==> src/rtl/csk_pkg.sv <==
// Shared types and helpers for the pipelined carry-skip adder.
// The stage record here is sized for the default configuration.
package csk_pkg;
  localparam int CSK_WIDTH = 16;
  localparam int CSK_BLK   = 4;
  localparam int CSK_NBLK  = CSK_WIDTH / CSK_BLK;

  function automatic int skip_w(input int nblk);
    return $clog2(nblk + 1);
  endfunction

  localparam int CSK_SKW = skip_w(CSK_NBLK);

  typedef struct packed {
    logic                 vld;
    logic [CSK_WIDTH-1:0] s;
    logic [CSK_WIDTH-1:0] a;
    logic [CSK_WIDTH-1:0] b;
    logic                 c;
    logic                 a_msb;
    logic                 b_msb;
    logic [CSK_SKW-1:0]   skips;
  } csk_stage_t;
endpackage

==> src/rtl/csk_pipe_adder_if.sv <==
// Operand/result handshake bundle for csk_pipe_adder.
interface csk_pipe_adder_if
  import csk_pkg::*;
#(
  parameter int WIDTH = CSK_WIDTH,
  parameter int BLK   = CSK_BLK
);
  localparam int SKW = skip_w(WIDTH / BLK);

  logic             in_valid;
  logic             in_ready;
  logic [WIDTH-1:0] a;
  logic [WIDTH-1:0] b;
  logic             cin;
  logic             op_sub;
  logic             out_valid;
  logic             out_ready;
  logic [WIDTH-1:0] sum;
  logic             cout;
  logic             ovf;
  logic [SKW-1:0]   skips;

  modport master (
    output in_valid, a, b, cin, op_sub, out_ready,
    input  in_ready, out_valid, sum, cout, ovf, skips
  );

  modport slave (
    input  in_valid, a, b, cin, op_sub, out_ready,
    output in_ready, out_valid, sum, cout, ovf, skips
  );
endinterface

==> src/rtl/csk_block.sv <==
// One BLK-bit carry-skip block: ripple adder plus a skip mux on the carry out.
module csk_block #(
  parameter int BLK = 4
) (
  input  logic [BLK-1:0] a,
  input  logic [BLK-1:0] b,
  input  logic           ci,
  output logic [BLK-1:0] s,
  output logic           co,
  output logic           p
);
  logic [BLK:0]   rc;
  logic [BLK-1:0] x;

  always_comb begin
    x     = a ^ b;
    s     = '0;
    rc    = '0;
    rc[0] = ci;
    for (int i = 0; i < BLK; i++) begin
      s[i]    = x[i] ^ rc[i];
      rc[i+1] = (a[i] & b[i]) | (rc[i] & x[i]);
    end
    p  = &x;
    // When every bit propagates, the block carry-in passes straight through.
    co = p ? ci : rc[BLK];
  end
endmodule

==> src/rtl/csk_pipe_adder.sv <==
// Pipelined carry-skip adder/subtractor: one skip block and one register stage
// per BLK bits, with valid/ready flow control that stalls stage by stage.
module csk_pipe_adder
  import csk_pkg::*;
#(
  parameter int WIDTH = CSK_WIDTH,
  parameter int BLK   = CSK_BLK
) (
  input logic            clk,
  input logic            rst_n,
  csk_pipe_adder_if.slave io
);
  localparam int NBLK = WIDTH / BLK;
  localparam int SKW  = skip_w(NBLK);

  typedef struct packed {
    logic [WIDTH-1:0] s;
    logic [WIDTH-1:0] a;
    logic [WIDTH-1:0] b;
    logic             c;
    logic             a_msb;
    logic             b_msb;
    logic [SKW-1:0]   skips;
  } stage_t;

  logic [NBLK-1:0] v_q, v_d;
  logic [NBLK:0]   vx, ld_x;
  stage_t          last_q;
  logic            unused_ops;

  // ld_x[k]: stage k loads this cycle; ld_x[NBLK] is the downstream accept.
  always_comb begin
    vx         = {v_q, io.in_valid};
    ld_x       = '0;
    ld_x[NBLK] = io.out_ready;
    for (int k = NBLK - 1; k >= 0; k--) begin
      ld_x[k] = vx[k] && (!v_q[k] || ld_x[k+1]);
    end
    v_d = v_q;
    for (int k = 0; k < NBLK; k++) begin
      if (ld_x[k])        v_d[k] = 1'b1;
      else if (ld_x[k+1]) v_d[k] = 1'b0;
    end
  end

  always_ff @(posedge clk or negedge rst_n) begin
    if (!rst_n) v_q <= '0;
    else        v_q <= v_d;
  end

  for (genvar k = 0; k < NBLK; k++) begin : g_stg
    stage_t         up, st_d, st_q;
    logic [BLK-1:0] bs;
    logic           bco, bp;

    if (k == 0) begin : g_in
      always_comb begin
        up       = '0;
        up.a     = io.a;
        up.b     = io.op_sub ? ~io.b : io.b;
        up.c     = io.op_sub | io.cin;
        up.a_msb = io.a[WIDTH-1];
        up.b_msb = up.b[WIDTH-1];
      end
    end else begin : g_mid
      assign up = g_stg[k-1].st_q;
    end

    csk_block #(.BLK(BLK)) u_blk (
      .a  (up.a[k*BLK +: BLK]),
      .b  (up.b[k*BLK +: BLK]),
      .ci (up.c),
      .s  (bs),
      .co (bco),
      .p  (bp)
    );

    always_comb begin
      st_d = st_q;
      if (ld_x[k]) begin
        st_d                  = up;
        st_d.s[k*BLK +: BLK]  = bs;
        st_d.c                = bco;
        st_d.skips            = up.skips + SKW'(bp);
      end
    end

    if (k == NBLK - 1) begin : g_last
      always_ff @(posedge clk or negedge rst_n) begin
        if (!rst_n) st_q <= '0;
        else        st_q <= st_d;
      end
    end else begin : g_body
      always_ff @(posedge clk) begin
        st_q <= st_d;
      end
    end
  end

  assign last_q     = g_stg[NBLK-1].st_q;
  assign unused_ops = ^{last_q.a, last_q.b};

  assign io.in_ready  = !v_q[0] || ld_x[1];
  assign io.out_valid = v_q[NBLK-1];
  assign io.sum       = last_q.s;
  assign io.cout      = last_q.c;
  assign io.skips     = last_q.skips;
  assign io.ovf       = (last_q.a_msb == last_q.b_msb) && (last_q.s[WIDTH-1] != last_q.a_msb);
endmodule

==> src/flat_wrapper.sv <==
// flat-port wrapper written by rule: the top's interface ports become plain ports
module csk_pipe_adder_flat import csk_pkg::*;
#(
  parameter int WIDTH = CSK_WIDTH,
  parameter int BLK   = CSK_BLK
)
  (clk, rst_n, io_in_valid, io_a, io_b, io_cin, io_op_sub, io_out_ready, io_in_ready, io_out_valid, io_sum, io_cout, io_ovf, io_skips);
  csk_pipe_adder_if #(.WIDTH(WIDTH), .BLK(BLK)) io_i ();
  input logic clk;
  input logic rst_n;
  input wire logic [$bits(io_i.in_valid)-1:0] io_in_valid;
  input wire logic [$bits(io_i.a)-1:0] io_a;
  input wire logic [$bits(io_i.b)-1:0] io_b;
  input wire logic [$bits(io_i.cin)-1:0] io_cin;
  input wire logic [$bits(io_i.op_sub)-1:0] io_op_sub;
  input wire logic [$bits(io_i.out_ready)-1:0] io_out_ready;
  output wire logic [$bits(io_i.in_ready)-1:0] io_in_ready;
  output wire logic [$bits(io_i.out_valid)-1:0] io_out_valid;
  output wire logic [$bits(io_i.sum)-1:0] io_sum;
  output wire logic [$bits(io_i.cout)-1:0] io_cout;
  output wire logic [$bits(io_i.ovf)-1:0] io_ovf;
  output wire logic [$bits(io_i.skips)-1:0] io_skips;
  assign io_i.in_valid = io_in_valid;
  assign io_i.a = io_a;
  assign io_i.b = io_b;
  assign io_i.cin = io_cin;
  assign io_i.op_sub = io_op_sub;
  assign io_i.out_ready = io_out_ready;
  assign io_in_ready = io_i.in_ready;
  assign io_out_valid = io_i.out_valid;
  assign io_sum = io_i.sum;
  assign io_cout = io_i.cout;
  assign io_ovf = io_i.ovf;
  assign io_skips = io_i.skips;
  csk_pipe_adder #(.WIDTH(WIDTH), .BLK(BLK)) u_core (.clk(clk), .rst_n(rst_n), .io(io_i));
endmodule
==> config.mk <==
export PLATFORM = sky130hd
export DESIGN_NAME = csk_pipe_adder_flat
export DESIGN_NICKNAME = d
export VERILOG_FILES = /design/src/rtl/csk_pkg.sv /design/src/rtl/csk_pipe_adder_if.sv /design/src/rtl/csk_block.sv /design/src/rtl/csk_pipe_adder.sv /design/src/flat_wrapper.sv
export SDC_FILE = /design/constraint.sdc
export NUM_CORES = 1
export LEC_CHECK = 0
export BUFFER_PORTS_ARGS = -buffer_cell sky130_fd_sc_hd__buf_2
export CAP_MARGIN = 10
export CORE_MARGIN = 2
export CORE_UTILIZATION = 55
export CTS_CLUSTER_DIAMETER = 40
export DETAILED_ROUTE_END_ITERATION = 8
export GPL_TIMING_DRIVEN = 1
export PLACE_DENSITY = 0.8
export SYNTH_ARGS = -nofsm -noshare
export SYNTH_HDL_FRONTEND = slang
export SYNTH_SLANG_ARGS = --single-unit
==> constraint.sdc <==
create_clock -name clk -period 2.95 [get_ports clk]
set_clock_uncertainty 0.1 [all_clocks]
set_input_delay 0.1475 -clock clk [delete_from_list [all_inputs] [get_ports clk]]
set_output_delay 0.1475 -clock clk [all_outputs]
set_load 0.05 [all_outputs]
* Yosys cells after proc, flatten, opt, wreduce, memory -nomap -nowiden
Cells that the tools add are included.
Operators by class: add/sub/neg operators 3, eq/ne operators 2, mux-type cells 13, bitwise gates (word level) 70, reduce and logical (&&, ||, !) cells 21
Operators by type and width (count):
- bitwise AND 1 bit | 32
- OR 1 bit | 17
- two-way mux 16 bit | 1
- NOT 16 bit | 1
- AND reduction 4 bit | 4
- bitwise XOR 1 bit | 16
- bitwise XOR 4 bit | 4
- two-way mux 1 bit | 12
- nonzero test 2 bit | 4
- adder 3 x 1 -> 3 bit | 2
- logical AND 1 bit | 5
- zero test 1 bit | 4
- logical OR 1 bit | 4
- adder 1 x 1 -> 2 bit | 1
- == test 1 bit | 1
- != test 1 bit | 1
Storage, ports and cells: bits in registers 162, input bits 38, output and inout bits 23, logic and storage cells 139

* Longest topological paths before layout
Gate-level depths: netlist of the first run.
depth after elaboration 12, mapped depth 12, gate-level depth less buffers 11

* Cells and area by module
From an unflattened synthesis of the first run, not the netlist that was laid out.
Second synthesis, totals: cell total of the unflattened synthesis 271, area, all modules 4677.0 µm²
Modules (own cells, without submodules):
- csk_pipe_adder | instances 1, cells each 191, area an instance 3921.3 µm², sequential area each 3083.0 µm²
- csk_block | instances 4, cells each 20, area an instance 188.9 µm², sequential area each 0.0 µm²

* Worst setup path before layout of the first run
Ideal clock, no wire load.
path type reg-to-reg, from register u_core.v_q[3], to register u_core.g_stg[0].st_q[0] in the netlist's numbering (enable), library setup time 0.394 ns, data arrival time 2.182 ns, data required time 2.456 ns, setup slack 0.275 ns, stages on the path, launching flop included 4, buffers on the path 0, period minus slack after synthesis 2.675 ns, cells stage by stage dfrtp_1 > and2b_1 > nand4_1 > and2_1
On the way: cells in the longest elaborated chain, start to end 9
RTL lines:
- from (decl) | line csk_pipe_adder.sv:26 | logic [NBLK-1:0] v_q, v_d;
- from (signal assigned) | line csk_pipe_adder.sv:48 | else v_q <= v_d;
- zero test 1 bit | line csk_pipe_adder.sv:37 | ld_x[k] = vx[k] && (!v_q[k] || ld_x[k+1]);
- logical OR 1 bit | line csk_pipe_adder.sv:37
- logical AND 1 bit | line csk_pipe_adder.sv:37
- logical OR 1 bit | line csk_pipe_adder.sv:37
- logical AND 1 bit | line csk_pipe_adder.sv:37
- logical OR 1 bit | line csk_pipe_adder.sv:37
- logical AND 1 bit | line csk_pipe_adder.sv:37
- logical OR 1 bit
- via io_in_ready | line flat_wrapper.sv:17 | output wire logic [$bits(io_i.in_ready)-1:0] io_in_ready;
- logical AND 1 bit | line csk_pipe_adder.sv:37
- via u_core.ld_x[0] | line csk_pipe_adder.sv:27 | logic [NBLK:0] vx, ld_x;
- to (signal assigned) | line csk_pipe_adder.sv:95 | st_q <= st_d;
- to (decl) | line csk_pipe_adder.sv:52 | stage_t up, st_d, st_q;
The timed path passes the listed nets, and every way through them passes these cells. A chain may end at the register's enable or synchronous reset.

* Final worst setup path of the first run
from register u_core.g_stg[2].st_q[18] in the netlist's numbering, to register u_core.g_stg[3].st_q (netlist bit u_core.io.sum[15])
On the way: cells in the longest elaborated chain, start to end 8, elaborated cells between the ends (all ways) 9, classes of those cells bitwise: 9
RTL lines:
- from (decl) | line csk_pipe_adder.sv:52
- from (signal assigned) | line csk_pipe_adder.sv:95
- bitwise XOR 4 bit | line csk_block.sv:16 | x = a ^ b;
- bitwise AND 1 bit | line csk_block.sv:22 | rc[i+1] = (a[i] & b[i]) | (rc[i] & x[i]);
- OR 1 bit (*) | line csk_block.sv:22
- bitwise AND 1 bit (*) | line csk_block.sv:22
- OR 1 bit (*) | line csk_block.sv:22
- bitwise AND 1 bit (*) | line csk_block.sv:22
- OR 1 bit (*) | line csk_block.sv:22
- bitwise XOR 1 bit (*) | line csk_block.sv:21 | s[i] = x[i] ^ rc[i];
- to (signal assigned) | line csk_pipe_adder.sv:91 | else st_q <= st_d;
- to (decl) | line csk_pipe_adder.sv:52
Mark *: on every way between the ends. The rest lies on a longest branch, timed or not.

==> impl_metrics.tcl, run 1 <==
set metrics [dict create \
    cp_max_fo 2 \
    num_antenna_cells 0 \
    tns_ns 0 \
    num-fill-cells 601 \
    clkSinkCount 107 \
    stdcell_count 466 \
    start_util_pct 56.4 \
    cts_max_path_buffers 2 \
    antenna_found_initial 0 \
    switching_power_w 0.00122 \
    cts_htree_levels 3 \
    cp-startpoint "u_core.g_stg[2].st_q[18]" \
    totalPowerFinal_w 0.00385 \
    critPathRequiredTime_ns 3.13 \
    postRouteAntennaNets 0 \
    period_minus_slack_ns 2.30 \
    numCtsBuffers 9 \
    finalHoldViolations 0 \
    final_util_pct 65.4 \
    ys_types 25 \
    grt_max_degree 31 \
    hold_depth 3 \
    worstHoldEndpoint "u_core.g_stg[0].st_q[5]" \
    fin_crit_sh_pct 77.8 \
    synth_area_sq_um 4610 \
    portBuffers 60 \
    hpwl_um 4370 \
    critical_path_class "flip-flop to flip-flop" \
    yosysSeqAreaShare_pct 66.9 \
    gp_congestion 0.744 \
    drt_pass1_iterations 4 \
    fmax_ghz 0.436 \
    nNetsFinal 431 \
    worstHoldPathType "input pin to flip-flop" \
    cts.repair.resized 0 \
    power.density_nw_per_um2 721 \
    min_from "io_cin" \
    p_comb_share_pct 26.0 \
    leakagePower_nw 2.35 \
    setup_viol 0 \
    grt_pass1_vias 2173 \
    grt_pass1_wl_um 10000 \
    grt_usage_pct 15.0 \
    ios 61 \
    seq_power_share_pct 53.3 \
    syn_avg_cell_area_sq_um 16.6 \
    dp_cells 423 \
    syn_to_final_growth_pct 15.9 \
    synth_top_area_share_pct 52.8 \
    tightest_slew_ns 0.621 \
    syn-instance-count 277 \
    wl_per_cell_um 13.1 \
    layout-drive-gt1-share_pct 27.1 \
    maxCapViolCount 0 \
    cts_root_buffer "clkbuf_8" \
    crit_arrival_ns 2.48 \
    synth_edf_count 81 \
    grt_overflow 0 \
    rr_worst_depth 8 \
    cts_tree "done" \
    vdd_drop_max_uv 271 \
    drv_slew 0 \
    die_x_um 95.6 \
    cp-end-kind "flip-flop" \
    relSlewSlack_pct 58.5 \
    synth_commonest_cells "edfxtp_1 (81), inv_1 (38), dfrtp_1 (26)" \
    startpoint_type "flip-flop" \
    r2r_setup_slack_ns 0.65 \
    syn-num-nets 352 \
    yosysWarnings 0 \
    crit_top_cell "fa_1" \
    drt-initial-drc-count 89 \
    max_stage_delay_ns 0.40 \
    synth_top_area_cell "edfxtp_1" \
    die_h_um 95.6 \
    die-area_sq_um 9130 \
    rsz0062_at_grt "false" \
    clockPowerShare_pct 20.7 \
    status "complete, no violations" \
    viasPerCell 4.59 \
    p_int_w 0.00263 \
    netSwitchingFraction_pct 31.7 \
    slowest_stage "edfxtp_1" \
    finalWirelength_um 6100 \
    r2r-start "u_core.g_stg[2].st_q[18]" \
    coreArea_sq_um 8180 \
    drcViolationCount 0 \
    clk_pin_slew_worst_paths_ns 0.09 \
    path_cells "inv_1, fa_1, inv_1, fa_1, fa_1, inv_1, fa_1, a31oi_1" \
    vias 2139 \
    num_rows 33 \
    synth_most_common_cell "edfxtp_1" \
    ys_async_sr_fraction_pct 24.3 \
    clkLatencyLatePin_ns 0.35 \
    synth_ff_type "edfxtp_1" \
    ys_seq_elements 107 \
    reg2reg_to "u_core.io.sum[15]" \
    ys_top_cells_by_area "edfxtp_1 (53%), dfrtp_1 (14%), fa_1 (6.9%)" \
]
worst max-delay path, delay by kind of cell (launching register included):
family	cells	cell delay, ns
flops	1	0.40
fa+ha+maj	4	1.34
compound gates	1	0.16
buf+inv	3	0.23
sequential cells by signal, summed over array words and instances, names as in the netlist:
signal	count
u_core.io.sum	16
u_core.io.skips	3
u_core.v_q	4
u_core.io.cout	1
u_core.g_stg.st_q	83
per-stage QoR:
stage               area [sq um]  setup slack, ns  hold slack [ns]
finish                      5350            0.655           0.0532
global route                5350            0.475           0.0475
CTS                         5350            0.650           0.0374
floorplan                   4610            0.275           -0.248
detailed placement          4890            0.454           0.0802
global placement            4890            0.528           0.0691
worst max-delay path by stage:
stage | depth (start not counted) | end | slack [ns]
floorplan | 3 | u_core.g_stg[0].st_q[0] | 0.27
global placement | 10 | u_core.g_stg[0].st_q[41] | 0.53
detailed placement | 10 | u_core.g_stg[0].st_q[41] | 0.45
CTS | 8 | u_core.io.sum[15] | 0.65
global route | 8 | u_core.io.sum[15] | 0.48
finish | 8 | u_core.io.sum[15] | 0.65
placed cells by master (no fill, tap or decap), types with 4 or more instances in the layout:
cell type and count:
buf_2 60, dlygate4sd3_1 27, dfrtp_1 26, o21ai_0 8
edfxtp_1 81, inv_1 38, nor2_1 4, ha_1 21
mux2_4 17, clkbuf_8 9, buf_4 4, xor2_1 17
nand2_1 5, fa_1 16, nand4_1 4
layer usage:
metal | part of all wire (%) | wire length [um] | vias to the layer above | GRT usage, %
met2 | 49 | 3020 | 49 | 25.2
met1 | 45 | 2720 | 1018 | 18.8
li1 | - | - | 1066 | -
met4 | 1.6 | 100 | 0 | 5.36
met3 | 4.3 | 262 | 6 | 4.11
met5 | 0 | 0 | - | 0
cell type report:
cell class              count  area (sq um)  area share [%]
repair buffers             91           601            11.2
flip-flops and latches    107          3080            57.7
inverters                  38           143            2.67
clock inverters             4          23.8           0.445
well taps                 105           131            2.46
clock buffers              12           156            2.93
multi-input cells         109          1210            22.6
what timing repair did:
item,4_1_cts,5_1_grt
hold buffers,27,0
endpoints found under the hold margin,52,0
setup buffers,0,0
power by group through the flow:
stage | sequential (W) | combinational (W) | clock (W)
after floorplan | 0.00208 | 0.000875 | 0
after global placement | 0.00208 | 0.000963 | 0
after detailed placement | 0.00209 | 0.000988 | 0
after CTS | 0.00206 | 0.00102 | 0.000829
after global routing | 0.00209 | 0.00110 | 0.000885
final | 0.00205 | 0.00100 | 0.000798
logic make-up after synthesis:
family / Yosys count / synth area share, %
compound gates: 12 / 1.33
xor+xnor: 17 / 3.23
fa+ha+maj: 37 / 12.6
buf+inv: 61 / 6.95
flops: 107 / 66.9
mux: 19 / 6.00
simple gates: 24 / 2.99
No activity file was read; power rests on OpenSTA's default activity.
==> inputs of run 2 (changes only) <==
--- a/config.mk
+++ b/config.mk
@@ -8,11 +8,11 @@
 export BUFFER_PORTS_ARGS = -buffer_cell sky130_fd_sc_hd__buf_2
 export CAP_MARGIN = 10
 export CORE_MARGIN = 2
-export CORE_UTILIZATION = 55
+export CORE_UTILIZATION = 52
 export CTS_CLUSTER_DIAMETER = 40
 export DETAILED_ROUTE_END_ITERATION = 8
 export GPL_TIMING_DRIVEN = 1
-export PLACE_DENSITY = 0.8
+export PLACE_DENSITY = 0.79
 export SYNTH_ARGS = -nofsm -noshare
 export SYNTH_HDL_FRONTEND = slang
 export SYNTH_SLANG_ARGS = --single-unit
==> constraint.sdc (replaced) <==
create_clock -name clk -period 2 [get_ports clk]
set_clock_uncertainty 0.1 [all_clocks]
set_input_delay 0.1 -clock clk [delete_from_list [all_inputs] [get_ports clk]]
set_output_delay 0.1 -clock clk [all_outputs]
set_load 0.05 [all_outputs]
==> run 2 against run 1 <==
- the run now ends with setup timing left
- sequential share of layout area decreased by 2.5 points
- sequential cell count did not move
- combinational power up 57%
- global-route usage shrank 1.3 points
- wire length up 2.9%
- total power increased by 57%
- fmax increased by 3.0%
- utilization shrank 0.95 points
- critical path depth unchanged
- highest routed layer unchanged
==> impl_metrics.tcl, run 2 (synthesized netlist as in run 1, its figures left out) <==
set metrics [dict create \
    vdd_drop_max_uv 427 \
    fin_crit_sh_pct 111 \
    p_int_w 0.00415 \
    postRouteAntennaNets 0 \
    grt_overflow 0 \
    finalHoldViolations 0 \
    coreArea_sq_um 8680 \
    die_x_um 98.2 \
    die-area_sq_um 9640 \
    num_antenna_cells 0 \
    antenna_found_initial 0 \
    cp-end-kind "flip-flop" \
    max_stage_delay_ns 0.43 \
    failed_checks "setup timing" \
    crit_arrival_ns 2.40 \
    cp_max_fo 2 \
    vias 2205 \
    use_met1_pct 16.9 \
    drt-initial-drc-count 30 \
    syn_to_final_growth_pct 21.3 \
    cts_max_path_buffers 2 \
    drt_pass1_iterations 4 \
    setup_ws_ns -0.228 \
    path_cells "inv_2, fa_2, inv_2, fa_2, fa_2, inv_2, fa_1, a31oi_1" \
    tightest_slew_ns 0.638 \
    drv_slew 0 \
    netSwitchingFraction_pct 31.6 \
    crit_family "adder cells" \
    critPathRequiredTime_ns 2.17 \
    gp_congestion 0.776 \
    maxCapViolCount 0 \
    grt_max_degree 31 \
    final_common_cell "edfxtp_1" \
    grt_pass1_wl_um 10200 \
    wl_per_cell_um 13.0 \
    relSlewSlack_pct 57.3 \
    seq_power_share_pct 50.1 \
    top_register "u_core.g_stg.st_q" \
    cts_tree "done" \
    busiest_layer "met2" \
    rsz0062_at_grt "true" \
    critical_path_class "flip-flop to flip-flop" \
    hpwl_um 4400 \
    largest_reg_flops 83 \
    drcViolationCount 0 \
    num-fill-cells 622 \
    status "complete, but fails checks" \
    slowest_stage "edfxtp_1" \
    grt_usage_pct 13.7 \
    clk_pin_slew_worst_paths_ns 0.10 \
    leakagePower_nw 2.43 \
    period_minus_slack_ns 2.23 \
    portBuffers 60 \
    start_util_pct 53.1 \
    worstHoldPathType "input pin to flip-flop" \
    nNetsFinal 445 \
    num_rows 34 \
    power.density_nw_per_um2 1080 \
    layout-drive-gt1-share_pct 39.5 \
    worst_hold_slack_ns 0.0758 \
    final_util_pct 64.4 \
    clockPowerShare_pct 24.1 \
    cts_htree_levels 3 \
    met2_usage_pct 22.6 \
    setup_viol 7 \
    numCtsBuffers 9 \
    grt_pass1_vias 2277 \
    switching_power_w 0.00191 \
    layout_common_cells "edfxtp_1 (81), buf_2 (59), dlygate4sd3_1 (29)" \
    startpoint_type "flip-flop" \
    viasPerCell 4.57 \
    path_buf_inv 3 \
    die_h_um 98.2 \
    fmax_ghz 0.449 \
    clkLatencyLatePin_ns 0.35 \
    met3_usage_pct 2.72 \
    finalWirelength_um 6270 \
    p_comb_share_pct 25.9 \
    clkSinkCount 107 \
    ios 61 \
    cts_root_buffer "clkbuf_8" \
]
[run 2: cell types whose count changed in the layout (fill, tap and decap cells not counted), sizes merged]
cell	delta
buf	+11
clkbuf	-2
clkinvlp	-1
dlygate4sd3	+2
inv	+2
bufinv	+2
[run 2: worst paths after layout]
kind | start | end | slack, ns | depth (start not counted)
min in group asynchronous | rst_n | u_core.io.sum[6] | 0.17 | 2
setup reg to reg | u_core.g_stg[2].st_q[34] | u_core.io.sum[15] | -0.23 | 8
hold reg to reg | u_core.g_stg[1].st_q[18] | u_core.g_stg[2].st_q[18] | 0.32 | 0
hold / removal | io_a[1] | u_core.g_stg[0].st_q[39] | 0.08 | 2
setup / recovery | u_core.g_stg[2].st_q[34] | u_core.io.sum[15] | -0.23 | 8
max in group asynchronous | rst_n | u_core.v_q[3] | 1.23 | 2
[run 2: through the flow]
| step | std cells | cell area (sq um) | TNS, ns | setup slack, ns | power, W |
|---|---|---|---|---|---|
| 4_1_cts | 482 | 5580 | -0.956 | -0.220 | 0.00612 |
| 3_3_place_gp | 435 | 5010 | -1.20 | -0.247 | 0.00454 |
| 3_5_place_dp | 435 | 5010 | -1.61 | -0.303 | 0.00460 |
| 6_report | 483 | 5590 | -1.01 | -0.228 | 0.00606 |
| 5_1_grt | 483 | 5590 | -1.54 | -0.348 | 0.00635 |
| 2_1_floorplan | 277 | 4660 | -4.92 | -0.172 | 0.00437 |
[run 2: timing repair]
action	CTS	global route
setup buffers	2	1
pin swaps	3	3
gates resized for setup	17	3
endpoints found under the hold margin	55	0
setup endpoints to repair	8	9
hold buffers	29	0
[run 2: area by class of cell]
cell class                      instances  area [sq um]  share of cell area (%)
Timing Repair Buffer                  105           726                    13.0
Inverter                               38           143                    2.55
Sequential cell                       107          3080                    55.2
Tap cell                              108           135                    2.42
Clock buffer                            9           124                    2.22
Clock inverter                          7           109                    1.95
Multi-Input combinational cell        109          1270                    22.7
[run 2: metal layers]
metal	up-vias	part of all wire (%)	routed length, um
met5	-	0	0
met4	0	3.7	233
met3	15	4.2	266
met2	55	48	3020
met1	1039	44	2750
li1	1096	-	-
[run 2: power groups by stage]
stage	Sequential [W]	Clock (W)	Combinational, W
6_report	0.00304	0.00146	0.00157
5_1_grt	0.00308	0.00157	0.00170
4_1_cts	0.00304	0.00150	0.00158
3_5_place_dp	0.00309	0	0.00151
3_3_place_gp	0.00307	0	0.00147
2_1_floorplan	0.00307	0	0.00131
==> inputs of run 3 (changes only) <==
--- a/config.mk
+++ b/config.mk
@@ -5,14 +5,15 @@
 export SDC_FILE = /design/constraint.sdc
 export NUM_CORES = 1
 export LEC_CHECK = 0
+export ABC_AREA = 1
 export BUFFER_PORTS_ARGS = -buffer_cell sky130_fd_sc_hd__buf_2
 export CAP_MARGIN = 10
 export CORE_MARGIN = 2
-export CORE_UTILIZATION = 52
+export CORE_UTILIZATION = 27
 export CTS_CLUSTER_DIAMETER = 40
 export DETAILED_ROUTE_END_ITERATION = 8
 export GPL_TIMING_DRIVEN = 1
-export PLACE_DENSITY = 0.79
+export PLACE_DENSITY = 0.48
 export SYNTH_ARGS = -nofsm -noshare
 export SYNTH_HDL_FRONTEND = slang
 export SYNTH_SLANG_ARGS = --single-unit
==> run 3 against run 2 <==
- the run still ends with setup timing left
- critical path depth unchanged
- final cell count increased by 32%
- clock power increased by 24%
- non-clock buffer count decreased by 6
- first-iteration DRC count increased by 67%
- sequential share of layout area decreased by 1.3 points
- fmax increased by 3.6%
- utilization decreased by 30 points
- largest cell class unchanged
==> impl_metrics.tcl, run 3 <==
set metrics [dict create \
    grt_usage_pct 7.96 \
    cp_max_fo 2 \
    path_cells "inv_2, fa_2, inv_2, fa_2, fa_2, inv_2, fa_2, inv_2" \
    ys_top_cells_by_area "edfxtp_1 (53%), dfrtp_1 (14%), fa_1 (7.0%)" \
    final_util_pct 34.5 \
    antenna_found_initial 0 \
    cts_tree "done" \
    critPathRequiredTime_ns 2.11 \
    die-area_sq_um 18000 \
    power.density_nw_per_um2 1230 \
    crit_family "adder cells" \
    die_x_um 134 \
    drt_pass1_iterations 4 \
    cp-end-kind "flip-flop" \
    final_common_cell "edfxtp_1" \
    finalWirelength_um 6900 \
    dp_slack_ns -0.241 \
    syn-num-nets 399 \
    vdd_drop_max_uv 355 \
    hpwl_um 5010 \
    grt_pass1_wl_um 11200 \
    wl_per_cell_um 10.8 \
    synth_compound_area_share_pct 1.10 \
    die_h_um 134 \
    synthXorXnorAreaFrac_pct 3.26 \
    gp_congestion 0.684 \
    layout_common_cells "edfxtp_1 (81), nand2_1 (68), buf_2 (60)" \
    cts_root_buffer "clkbuf_16" \
    ios 61 \
    drt-initial-drc-count 50 \
    synth_top_area_share_pct 53.3 \
    finalHoldViolations 0 \
    clkSinkCount 107 \
    viasPerCell 3.62 \
    yosysWarnings 0 \
    reg2reg_to "u_core.g_stg[1].st_q[45]" \
    num_antenna_cells 0 \
    maxCapViolCount 0 \
    period_minus_slack_ns 2.15 \
    start_util_pct 27.5 \
    multi_input_area_sq_um 1220 \
    stdcell_count 636 \
    synth_most_common_cell "edfxtp_1" \
    grt_pass1_vias 2350 \
    startpoint_type "flip-flop" \
    status "complete, but fails checks" \
    crit_arrival_ns 2.26 \
    dp_cells 590 \
    setup_ws_ns -0.150 \
    syn_avg_cell_area_sq_um 14.1 \
    clk_pin_slew_worst_paths_ns 0.07 \
    drcViolationCount 0 \
    synth_top_area_cell "edfxtp_1" \
    worstHoldEndpoint "u_core.g_stg[0].st_q[41]" \
    synth_mux_area_share_pct 0 \
    fin_crit_sh_pct 108 \
    syn-instance-count 324 \
    largest_reg_flops 83 \
    tightest_slew_ns 0.557 \
    path_buf_inv 4 \
    postRouteAntennaNets 0 \
    setup_viol 6 \
    r2r-start "u_core.g_stg[0].st_q[10]" \
    num-fill-cells 1657 \
    failed_checks "setup timing" \
    numCtsBuffers 9 \
    top_register "u_core.g_stg.st_q" \
    coreArea_sq_um 16600 \
    hold_depth 2 \
    rsz0062_at_grt "true" \
    rr_worst_depth 8 \
    r2r_setup_slack_ns -0.15 \
    critical_path_class "flip-flop to flip-flop" \
    nNetsFinal 486 \
    yosysSeqAreaShare_pct 67.5 \
    synth-adder-area-share_pct 12.8 \
    cts_htree_levels 3 \
    grt_max_degree 31 \
    ys_types 19 \
    seqCellArea_sq_um 3080 \
    fmax_ghz 0.465 \
    grt_overflow 0 \
    ys_async_sr_fraction_pct 24.3 \
    leakagePower_nw 2.49 \
    synth_area_sq_um 4560 \
    vias 2301 \
    totalPowerFinal_w 0.00702 \
    slowest_stage "fa_2" \
    worstHoldPathType "input pin to flip-flop" \
    cts_max_path_buffers 2 \
    drv_slew 0 \
    synth_commonest_cells "edfxtp_1 (81), nand2_1 (69), inv_1 (44)" \
    min_from "io_a[3]" \
    clkLatencyLatePin_ns 0.33 \
    synth_ff_type "edfxtp_1" \
    num_rows 47 \
    synth_top_family_by_area "adder cells" \
    ys_seq_elements 107 \
    syn_to_final_growth_pct 25.4 \
    relSlewSlack_pct 62.9 \
    layout-drive-gt1-share_pct 31.7 \
    max_stage_delay_ns 0.42 \
    portBuffers 60 \
    synth_edf_count 81 \
    yosys.area_share.simple_pct 7.43 \
]
-- run 3: cell count changes after synthesis, moves of 3 or more --
cell and delta:
inv_1 +6, and2_1 -3, o21ai_1 +3, mux2_4 -17, nand2b_1 -3, nand2_1 +64, xor2_1 -3, xnor2_1 +3
-- run 3: logic make-up after synthesis --
kind of cell | after synthesis
flops | 107
compound gates | 10
fa+ha+maj | 37
buf+inv | 70
xor+xnor | 17
simple gates | 83
-- run 3: layer usage --
| layer | share of wire, % | wire length, um | GRT usage (%) |
|---|---|---|---|
| met1 | 48 | 3310 | 10.3 |
| met2 | 47 | 3260 | 12.7 |
| met3 | 3.1 | 212 | 2.08 |
| met4 | 1.6 | 108 | 3.39 |
| met5 | 0 | 0 | 0 |
-- run 3: cell type report --
class,count,area share (%)
Clock buffer,13,4.74
Clock inverter,3,0.765
Inverter,46,3.02
Multi-Input combinational cell,148,21.3
Sequential cell,107,53.9
Tap cell,220,4.81
Timing Repair Buffer,99,11.5
-- run 3: how the worst max path moves through the flow --
stage / depth (start not counted) / to / from
final: 8 / u_core.g_stg[1].st_q[45] / u_core.g_stg[0].st_q[10]
after global routing: 8 / u_core.g_stg[2].st_q[49] / u_core.g_stg[1].st_q[5]
after CTS: 8 / u_core.io.sum[15] / u_core.g_stg[2].st_q[34]
after detailed placement: 9 / u_core.g_stg[0].st_q[41] / io_op_sub
after global placement: 9 / u_core.g_stg[0].st_q[41] / io_op_sub
after floorplan: 9 / u_core.g_stg[0].st_q[41] / io_op_sub
-- run 3: repair_timing --
| item | CTS | global route |
|---|---|---|
| hold endpoints to repair | 53 | 0 |
| hold buffers | 27 | 0 |
| setup endpoints to repair | 6 | 26 |
| pin swaps | 3 | 4 |
| gates resized for setup | 18 | 8 |
| gates cloned | 0 | 1 |
| setup buffers | 0 | 2 |
-- run 3: worst reg2reg max path: stages (launching register included) --
cell,delay (ns)
edfxtp_1,0.41
inv_2,0.08
fa_2,0.19
inv_2,0.04
fa_2,0.33
fa_2,0.34
inv_2,0.06
fa_2,0.42
inv_2,0.06
-- run 3: where the power goes --
| part | internal (W) | switching, W |
|---|---|---|
| logic | 0.000544 | 0.00147 |
| registers | 0.00298 | 0.000224 |
| clock network | 0.00108 | 0.000724 |
| total | 0.00461 | 0.00242 |
-- run 3: metrics by stage --
step	area, sq um	TNS, ns	hold slack (ns)
floorplan	4630	-0.354	-0.296
global placement	5080	-1.03	0.0185
detailed placement	5080	-1.25	0.0269
CTS	5680	-0.597	0.0609
global route	5720	-1.07	0.0682
finish	5720	-0.541	0.0673
